## src/rtl/led_scan_scheduler_pkg.sv

```systemverilog
// rtl/led_scan_scheduler_pkg.sv - shared types, constants and helpers for the LED scan scheduler
package led_scan_scheduler_pkg;

    typedef logic [1:0] digit_t;

    typedef enum logic {
        SLOT_BLANK = 1'b0,
        SLOT_DRIVE = 1'b1
    } slot_state_t;

    localparam logic [3:0] ANODE_OFF   = 4'b1111;
    localparam digit_t     DIGIT_FIRST = 2'd3;

    // Active-low anode pattern with only digit d enabled; bit 3 is an3.
    function automatic logic [3:0] anode_select(input digit_t d);
        logic [3:0] an;
        an    = ANODE_OFF;
        an[d] = 1'b0;
        return an;
    endfunction

    // Digit 3 is the leftmost digit and shows the message start, so digit d shows offset+3-d.
    function automatic logic [3:0] nibble_index(input logic [3:0] offset, input digit_t d);
        return offset + 4'd3 - {2'b00, d};
    endfunction

endpackage

```

## src/rtl/led_scan_scheduler_if.sv

```systemverilog
// rtl/led_scan_scheduler_if.sv - message/control inputs and display outputs of the scan scheduler
interface led_scan_scheduler_if;

    logic [63:0] msg_i;
    logic        advance_i;
    logic        auto_en_i;

    logic [3:0]  char_o;
    logic        an3_o;
    logic        an2_o;
    logic        an1_o;
    logic        an0_o;
    logic [3:0]  offset_o;
    logic        frame_done_o;

    modport master (
        output msg_i,
        output advance_i,
        output auto_en_i,
        input  char_o,
        input  an3_o,
        input  an2_o,
        input  an1_o,
        input  an0_o,
        input  offset_o,
        input  frame_done_o
    );

    modport slave (
        input  msg_i,
        input  advance_i,
        input  auto_en_i,
        output char_o,
        output an3_o,
        output an2_o,
        output an1_o,
        output an0_o,
        output offset_o,
        output frame_done_o
    );

endinterface

```

## src/rtl/led_scan_scheduler_scan_slot_timer.sv

```systemverilog
// rtl/led_scan_scheduler_scan_slot_timer.sv - slot counter with BLANK/DRIVE phase and slot strobes
module scan_slot_timer
    import led_scan_scheduler_pkg::*;
#(
    parameter int SCAN_DIV  = 16,
    parameter int BLANK_CYC = 2
) (
    input  logic        clk,
    input  logic        reset,
    output slot_state_t state_o,
    output logic        slot_start_o,
    output logic        slot_wrap_o
);

    localparam int               CNT_W      = $clog2(SCAN_DIV);
    localparam logic [CNT_W-1:0] CNT_MAX    = CNT_W'(SCAN_DIV - 1);
    localparam logic [CNT_W-1:0] BLANK_LAST = CNT_W'(BLANK_CYC - 1);

    logic [CNT_W-1:0] cnt_q;
    logic [CNT_W-1:0] cnt_d;
    slot_state_t      state_q;
    slot_state_t      state_d;

    always_ff @(posedge clk or negedge reset) begin
        if (!reset) begin
            cnt_q   <= '0;
            state_q <= SLOT_BLANK;
        end else begin
            cnt_q   <= cnt_d;
            state_q <= state_d;
        end
    end

    // The phase tracks cnt<BLANK_CYC without a magnitude compare on every cycle.
    always_comb begin
        cnt_d   = (cnt_q == CNT_MAX) ? '0 : cnt_q + CNT_W'(1);
        state_d = state_q;
        case (state_q)
            SLOT_BLANK: if (cnt_q == BLANK_LAST) state_d = SLOT_DRIVE;
            SLOT_DRIVE: if (cnt_q == CNT_MAX)    state_d = SLOT_BLANK;
            default:                             state_d = SLOT_BLANK;
        endcase
    end

    always_comb begin
        state_o      = state_q;
        slot_start_o = (cnt_q == '0);
        slot_wrap_o  = (state_q == SLOT_DRIVE) && (cnt_q == CNT_MAX);
    end

endmodule

```

## src/rtl/led_scan_scheduler.sv

```systemverilog
// rtl/led_scan_scheduler.sv - 4-digit multiplexed scroller: digit sequencing, nibble select, offset/scroll control
module led_scan_scheduler
    import led_scan_scheduler_pkg::*;
#(
    parameter int SCAN_DIV      = 16,
    parameter int BLANK_CYC     = 2,
    parameter int SCROLL_FRAMES = 64
) (
    input  logic                  clk,
    input  logic                  reset,
    led_scan_scheduler_if.slave   bus
);

    localparam int               SCR_W       = $clog2(SCROLL_FRAMES + 1);
    localparam logic [SCR_W-1:0] SCROLL_LAST = SCR_W'(SCROLL_FRAMES - 1);

    slot_state_t      slot_state;
    logic             slot_start;
    logic             slot_wrap;

    digit_t           digit_q;
    digit_t           digit_d;
    logic [3:0]       an_q;
    logic [3:0]       an_d;
    logic [3:0]       char_q;
    logic [3:0]       char_d;
    logic [3:0]       offset_q;
    logic [3:0]       offset_d;
    logic             frame_done_q;
    logic             frame_done_d;
    logic             pending_q;
    logic             pending_d;
    logic [SCR_W-1:0] scroll_q;
    logic [SCR_W-1:0] scroll_d;
    logic             auto_step;
    logic             step;

    scan_slot_timer #(
        .SCAN_DIV  (SCAN_DIV),
        .BLANK_CYC (BLANK_CYC)
    ) u_timer (
        .clk          (clk),
        .reset        (reset),
        .state_o      (slot_state),
        .slot_start_o (slot_start),
        .slot_wrap_o  (slot_wrap)
    );

    // Outputs are registered from the timer's current state, so the visible
    // display trails cnt by one cycle; frame_done_q=1 coincides with the
    // timer sitting at the start of the next frame (digit 3, cnt 0).
    always_comb begin
        digit_d      = slot_wrap ? digit_q - 2'd1 : digit_q;
        an_d         = (slot_state == SLOT_DRIVE) ? anode_select(digit_q) : ANODE_OFF;
        frame_done_d = slot_wrap && (digit_q == 2'd0);

        auto_step    = bus.auto_en_i && (scroll_q == SCROLL_LAST);
        step         = frame_done_q && (pending_q || bus.advance_i || auto_step);
        offset_d     = step ? offset_q + 4'd1 : offset_q;
        pending_d    = frame_done_q ? 1'b0 : (pending_q || bus.advance_i);

        if (!bus.auto_en_i) begin
            scroll_d = '0;
        end else if (frame_done_q) begin
            scroll_d = auto_step ? '0 : scroll_q + SCR_W'(1);
        end else begin
            scroll_d = scroll_q;
        end

        // The first slot of a frame must already see the stepped offset.
        char_d = slot_start ? bus.msg_i[{nibble_index(offset_d, digit_q), 2'b00} +: 4] : char_q;
    end

    always_ff @(posedge clk or negedge reset) begin
        if (!reset) begin
            digit_q      <= DIGIT_FIRST;
            an_q         <= ANODE_OFF;
            char_q       <= 4'h0;
            offset_q     <= 4'h0;
            frame_done_q <= 1'b0;
            pending_q    <= 1'b0;
            scroll_q     <= '0;
        end else begin
            digit_q      <= digit_d;
            an_q         <= an_d;
            char_q       <= char_d;
            offset_q     <= offset_d;
            frame_done_q <= frame_done_d;
            pending_q    <= pending_d;
            scroll_q     <= scroll_d;
        end
    end

    assign bus.char_o       = char_q;
    assign bus.an3_o        = an_q[3];
    assign bus.an2_o        = an_q[2];
    assign bus.an1_o        = an_q[1];
    assign bus.an0_o        = an_q[0];
    assign bus.offset_o     = offset_q;
    assign bus.frame_done_o = frame_done_q;

endmodule

```

## src/flat_wrapper.sv

```systemverilog
// flat-port wrapper written by rule: the top's interface ports become plain ports
module led_scan_scheduler_flat import led_scan_scheduler_pkg::*;
#(
    parameter int SCAN_DIV      = 16,
    parameter int BLANK_CYC     = 2,
    parameter int SCROLL_FRAMES = 64
)
  (clk, reset, bus_msg_i, bus_advance_i, bus_auto_en_i, bus_char_o, bus_an3_o, bus_an2_o, bus_an1_o, bus_an0_o, bus_offset_o, bus_frame_done_o);
  led_scan_scheduler_if bus_i ();
  input  logic clk;
  input  logic reset;
  input wire logic [$bits(bus_i.msg_i)-1:0] bus_msg_i;
  input wire logic [$bits(bus_i.advance_i)-1:0] bus_advance_i;
  input wire logic [$bits(bus_i.auto_en_i)-1:0] bus_auto_en_i;
  output wire logic [$bits(bus_i.char_o)-1:0] bus_char_o;
  output wire logic [$bits(bus_i.an3_o)-1:0] bus_an3_o;
  output wire logic [$bits(bus_i.an2_o)-1:0] bus_an2_o;
  output wire logic [$bits(bus_i.an1_o)-1:0] bus_an1_o;
  output wire logic [$bits(bus_i.an0_o)-1:0] bus_an0_o;
  output wire logic [$bits(bus_i.offset_o)-1:0] bus_offset_o;
  output wire logic [$bits(bus_i.frame_done_o)-1:0] bus_frame_done_o;
  assign bus_i.msg_i = bus_msg_i;
  assign bus_i.advance_i = bus_advance_i;
  assign bus_i.auto_en_i = bus_auto_en_i;
  assign bus_char_o = bus_i.char_o;
  assign bus_an3_o = bus_i.an3_o;
  assign bus_an2_o = bus_i.an2_o;
  assign bus_an1_o = bus_i.an1_o;
  assign bus_an0_o = bus_i.an0_o;
  assign bus_offset_o = bus_i.offset_o;
  assign bus_frame_done_o = bus_i.frame_done_o;
  led_scan_scheduler #(.SCAN_DIV(SCAN_DIV), .BLANK_CYC(BLANK_CYC), .SCROLL_FRAMES(SCROLL_FRAMES)) u_core (.clk(clk), .reset(reset), .bus(bus_i));
endmodule
```

## config.mk

```make
export PLATFORM = sky130hd
export DESIGN_NAME = led_scan_scheduler_flat
export DESIGN_NICKNAME = d
export VERILOG_FILES = /design/src/rtl/led_scan_scheduler_pkg.sv /design/src/rtl/led_scan_scheduler_if.sv /design/src/rtl/led_scan_scheduler_scan_slot_timer.sv /design/src/rtl/led_scan_scheduler.sv /design/src/flat_wrapper.sv
export SDC_FILE = /design/constraint.sdc
export NUM_CORES = 1
export LEC_CHECK = 0
export ABC_CLOCK_PERIOD_IN_PS = 11150
export BUFFER_PORTS_ARGS = -buffer_cell sky130_fd_sc_hd__buf_2
export CAP_MARGIN = 20
export CORE_MARGIN = 1.5
export CORE_UTILIZATION = 35
export CTS_BUF_LIST = sky130_fd_sc_hd__clkbuf_8
export CTS_CLUSTER_SIZE = 20
export DETAILED_ROUTE_END_ITERATION = 7
export SLEW_MARGIN = 25
export SYNTH_ARGS = -nofsm -noshare
export SYNTH_HDL_FRONTEND = slang
export SYNTH_SLANG_ARGS = --single-unit
```

## constraint.sdc

```tcl
create_clock -name clk -period 11.15 [get_ports clk]
set_input_delay 2.23 -clock clk [delete_from_list [all_inputs] [get_ports clk]]
set_output_delay 2.23 -clock clk [all_outputs]
set_load 0.005 [all_outputs]
```

* After elaboration in Yosys (flattened, before gate mapping)
Index checks and enable logic that the tools add are counted.
** Operators by class
- $add $sub $neg :: 6
- $lt $le $gt $ge :: 2
- Eq/ne operators :: 4
- Shifts and indexed selects :: 1
- Mux-type cells :: 12
- Bitwise gates (word level) :: 2
- Reduce and logical (&&, ||, !) cells :: 9
** Operator list (count)
- $shiftx 64x7->4 :: 1
- $mux 7 :: 3
- $mux 4 :: 3
- $add 4x1->4 const B :: 2
- $add 7x1->7 const B :: 1
- $eq 7x6->1 const B :: 1
- $logic_and 1x1->1 :: 5
- $add 4x2->4 const B :: 1
- $eq 4x1->1 const B :: 1
- $eq 4x4->1 const B :: 1
- $logic_not 4->1 :: 1
- $mux 1 :: 4
- $not 4->4 :: 1
- $sub 4x2->4 :: 1
- $lt 2x3->1 const B :: 1
- $demux 1 s2 :: 1
- $ge 2x1->1 const B :: 1
- $logic_not 2->1 :: 1
- $logic_or 1x1->1 :: 2
- $ne 2x1->1 const B :: 1
- $pmux 1 s2 :: 1
- $sub 2x1->2 const B :: 1
- $not 1->1 :: 1
** Word-level totals
- Flip-flop bits (word level) :: 28
- Input bits :: 68
- Output and inout port bits :: 13
- Word-level logic and storage cells :: 45

* Depth between registers and ports, before layout
- Depth after elaboration :: 8
- Gate-level depth with buffers :: 15

* By module
From an unflattened synthesis, not the netlist that was laid out.
** Unflattened totals
- Cell total of the unflattened synthesis :: 155
- Area total of the unflattened synthesis :: 1889.3 µm²
** Modules (own cells, without submodules)
- led_scan_scheduler :: times used 1, cells an instance 131, area an instance 1636.6 µm²
- scan_slot_timer :: times used 1, cells an instance 24, area an instance 252.7 µm²

* Worst setup path before layout
Ideal clock, no wire load.
- Path kind :: in2reg
- From :: input bus_auto_en_i
- To :: register u_core.char_q[2], in the netlist u_core.bus.char_o[2]
- Setup time :: 126 ps
- Arrival time :: 5266 ps
- Required time :: 11024 ps
- Slack :: 5758 ps
- Cell stages on the path :: 12
- Buffers on the path :: 0
- Path through :: inv_1 -> or4_4 -> a21oi_2 -> mux2_2 -> ha_1 -> ha_1 -> inv_1 -> fa_1 -> nor2_1 -> a22oi_1 -> and3_2 -> a221o_1
** Between the ends
- Word-level cells in the longest chain between the ends :: 7
** RTL lines
- start, declared :: line flat_wrapper.sv:14 : input wire logic [$bits(bus_i.auto_en_i)-1:0] bus_auto_en_i;
- $logic_and 1x1->1 :: line led_scan_scheduler.sv:57 : auto_step = bus.auto_en_i && (scroll_q == SCROLL_LAST);
- $logic_or 1x1->1 :: line led_scan_scheduler.sv:58 : step = frame_done_q && (pending_q || bus.advance_i || auto_step);
- $logic_and 1x1->1 :: line led_scan_scheduler.sv:58
- $mux 4 :: line led_scan_scheduler.sv:59 : offset_d = step ? offset_q + 4'd1 : offset_q;
- named net u_core.offset_d[1] :: line led_scan_scheduler.sv:28 : logic [3:0] offset_d;
- $add 4x2->4 :: line led_scan_scheduler_pkg.sv:24 : return offset + 4'd3 - {2'b00, d};
- $sub 4x2->4 :: line led_scan_scheduler_pkg.sv:24
- $shiftx 64x7->4 :: line led_scan_scheduler.sv:71 : char_d = slot_start ? bus.msg_i[{nibble_index(offset_d, digit_q), 2'b00} +: 4] : char_q;
- end signal, assigned :: line led_scan_scheduler.sv:86 : char_q <= char_d;
- end, declared :: line led_scan_scheduler.sv:25 : logic [3:0] char_q;
The timed path passes the listed nets, and every way through them passes these cells.
A chain may end at the register's enable or synchronous reset.

* Final worst setup path
Ends and elaborated chain as after synthesis.

==> impl_metrics.json <==
{
  "rsz0062_at_grt": "no",
  "die_w_um": 77.7,
  "maxSlewHeadroom_pct": 59.0,
  "clock_skew_ns": 0.00541,
  "firstDrtPassIters": 4,
  "slowest_stage": "or4_4",
  "ant_nets": 0,
  "fin_crit_sh_pct": 49.8,
  "syn_nets": 276,
  "grt_pass1_vias": 1577,
  "cts_resized": 0,
  "cp.required_ns": 11.31,
  "yosysMostFrequentCell": "mux2i_1",
  "setup_tns_ns": 0,
  "area_growth_syn_to_layout_pct": 24.8,
  "core_area_sq_um": 5440,
  "viasPerCell": 4.85,
  "totalPowerFinal_w": 0.000196,
  "critPathLaunchType": "input port",
  "worst_pin_slew_ns": 0.614,
  "place_inst": 339,
  "layout-drive-gt1-share_pct": 37.3,
  "place_congestion": 0.787,
  "synthDistinctLibCells": 41,
  "dieHeight_um": 77.7,
  "initial_core_util_pct": 35.9,
  "cts_buffers": 3,
  "cts_max_level": 1,
  "synthFlopType": "dfrtp_1",
  "gr-usage-all-layers_pct": 14.4,
  "tritoncts": "yes",
  "async_flop_share_pct": 100,
  "yosysSeqAreaShare_pct": 36.3,
  "setup_viol": 0,
  "synth_edf_count": 0,
  "place.port_buffers": 80,
  "pin_count": 81,
  "instances_no_fill": 343,
  "antenna_found_initial": 0,
  "crit_path_max_incr_delay_ns": 0.53,
  "status": "finished, final reports clean",
  "overflow": 0,
  "num_vias": 1662,
  "hold_buffers": 0,
  "antennaDiodeCount": 0,
  "clkSinkCount": 28,
  "drt-total-wl_mm": 4.41,
  "maxCapViolations": 0,
  "clock.fmax_mhz": 180,
  "grt_pass1_wl_mm": 7.11,
  "power.density_nw_per_um2": 80.7,
  "synthTopCellsByArea": "dfrtp_1, mux2i_1, dfstp_2",
  "reg2reg_setup_slack_ns": 7.07,
  "hold_slack_ns": 0.513,
  "clockBufferDepth": 2,
  "yosysTopAreaCell": "dfrtp_1",
  "synth_top_area_share_pct": 28.2,
  "end_kind": "flop",
  "synth_area_per_cell_sq_um": 10.0,
  "grt_max_degree": 33,
  "power.leakage_nw": 1.15,
  "final.min_clock_period_ns": 5.56,
  "worstSetupPathType": "in -> reg",
  "drt-initial-drc-count": 75,
  "synth_seq_cells": 28,
  "cts_setup_buffers": 0,
  "synthTopCellsByCount": "mux2i_1, dfrtp_1, nand2_1",
  "slew_violations": 0,
  "dieArea_sq_um": 6030,
  "yosysWarningCount": 0,
  "path_buf_inv": 3,
  "vdd_ir_drop_max_v": 0.0000723,
  "utilization_pct": 44.8,
  "clkTransAtPathRegs_ns": 0.09,
  "root_buffer": "clkbuf_8",
  "hold_viol": 0,
  "crit_arrival_ns": 5.72,
  "fp-row-count": 27,
  "worstHoldPathType": "reg -> reg",
  "path_cells": "buf_2 -> inv_1 -> or4_4 -> a21oi_2 -> mux2_2 -> ha_1 -> ha_1 -> inv_1 -> fa_1 -> nor2b_1 -> a21oi_1 -> and3_2 -> a221o_1",
  "path_max_fanout": 8,
  "synth_area_sq_um": 1950,
  "netlist_instances": 195,
  "clk_latency_ns": 0.27,
  "drc": 0,
  "drt-wirelength-per-cell_um": 12.8,
  "path_delay_family": "simple AND/OR/NAND/NOR gates",
  "fin_nets": 353,
  "dp_hpwl_mm": 3.53
}
-- per-layer routing --
layer,share of wire (%),global-route usage (%)
met1,45,18.5
met2,51,25.0
met3,3.9,2.94
met4,0.54,2.73
met5,0,0
-- report_power, final --
group | switching, W | total, W | internal [W]
clock | 0.0000302 | 0.0000549 | 0.0000247
combinational | 0.0000169 | 0.0000365 | 0.0000196
sequential | 0.00000137 | 0.000105 | 0.000104
-- registers in the layout, indices dropped and copies added (netlist names) --
name                     flops
u_core.scroll_q              7
u_core.an_q                  4
u_core.bus.char_o            4
u_core.bus.offset_o          4
u_core.u_timer.cnt_q         4
u_core.digit_q               2
u_core.bus.frame_done_o      1
u_core.pending_q             1
u_core.u_timer.state_o       1
-- cells in the final DEF, fill, tap and decap left out, types with 2 or more instances in the layout --
cell type  instances
a21oi_1           11
a22o_1             6
a22oi_1            5
a32oi_1            3
and3_1             2
and3_2             2
buf_2             80
clkbuf_8           3
dfrtp_1           22
dfstp_2            6
ha_1              12
inv_1             10
mux2i_1           32
nand2_1           19
nand3_1            6
nand3b_1           2
nor2_1             9
nor2b_1            3
nor3_1             3
o21ai_0            7
xnor2_1            7
xor2_1             4
-- logic make-up (layout without fill, tap and decap cells) --
kind of cell,count (synthesis),after routing,synth area share (%)
compound gates,38,38,13.8
xor+xnor,11,11,4.94
fa+ha+maj,13,13,8.72
buf+inv,18,94,4.74
flops,28,28,36.3
mux,33,33,17.0
simple gates,54,54,14.5
-- worst reg2reg max path, stage by stage (launching register included) --
cell	delay (ns)
dfrtp_1	0.41
ha_1	0.20
nand3_2	0.11
or4_4	0.51
a21oi_2	0.25
mux2_2	0.38
ha_1	0.28
ha_1	0.19
inv_1	0.06
fa_1	0.45
nor2b_1	0.47
a21oi_1	0.12
and3_2	0.23
a221o_1	0.31
-- final timing paths --
| path | cells past startpoint | from | end |
|---|---|---|---|
| min reg2reg | 2 | u_core.bus.char_o[0] | u_core.bus.char_o[0] |
| max | 13 | bus_auto_en_i | u_core.bus.char_o[2] |
| max reg2reg | 13 | u_core.scroll_q[0] | u_core.bus.char_o[2] |
| min | 2 | u_core.bus.char_o[0] | u_core.bus.char_o[0] |
| max in group asynchronous | 1 | reset | u_core.u_timer.cnt_q[2] |
| min in group asynchronous | 1 | reset | u_core.scroll_q[4] |
-- layout make-up --
| type | instances | area (sq um) |
|---|---|---|
| clock buffer | 3 | 41.3 |
| sequential | 28 | 708 |
| clock inverter | 1 | 3.75 |
| multi-input combinational | 149 | 1150 |
| fill | 541 | 3000 |
| tap | 72 | 90.1 |
| timing repair buffer | 81 | 408 |
| inverter | 9 | 33.8 |
-- stage by stage --
step	setup WS [ns]	cell area (sq um)
final	5.59	2440
after global routing	5.36	2440
after CTS	5.61	2440
after detailed placement	5.32	2390
after global placement	5.38	2390
after floorplan	5.76	1950
Note: power is estimated with default switching activity, not from simulation.
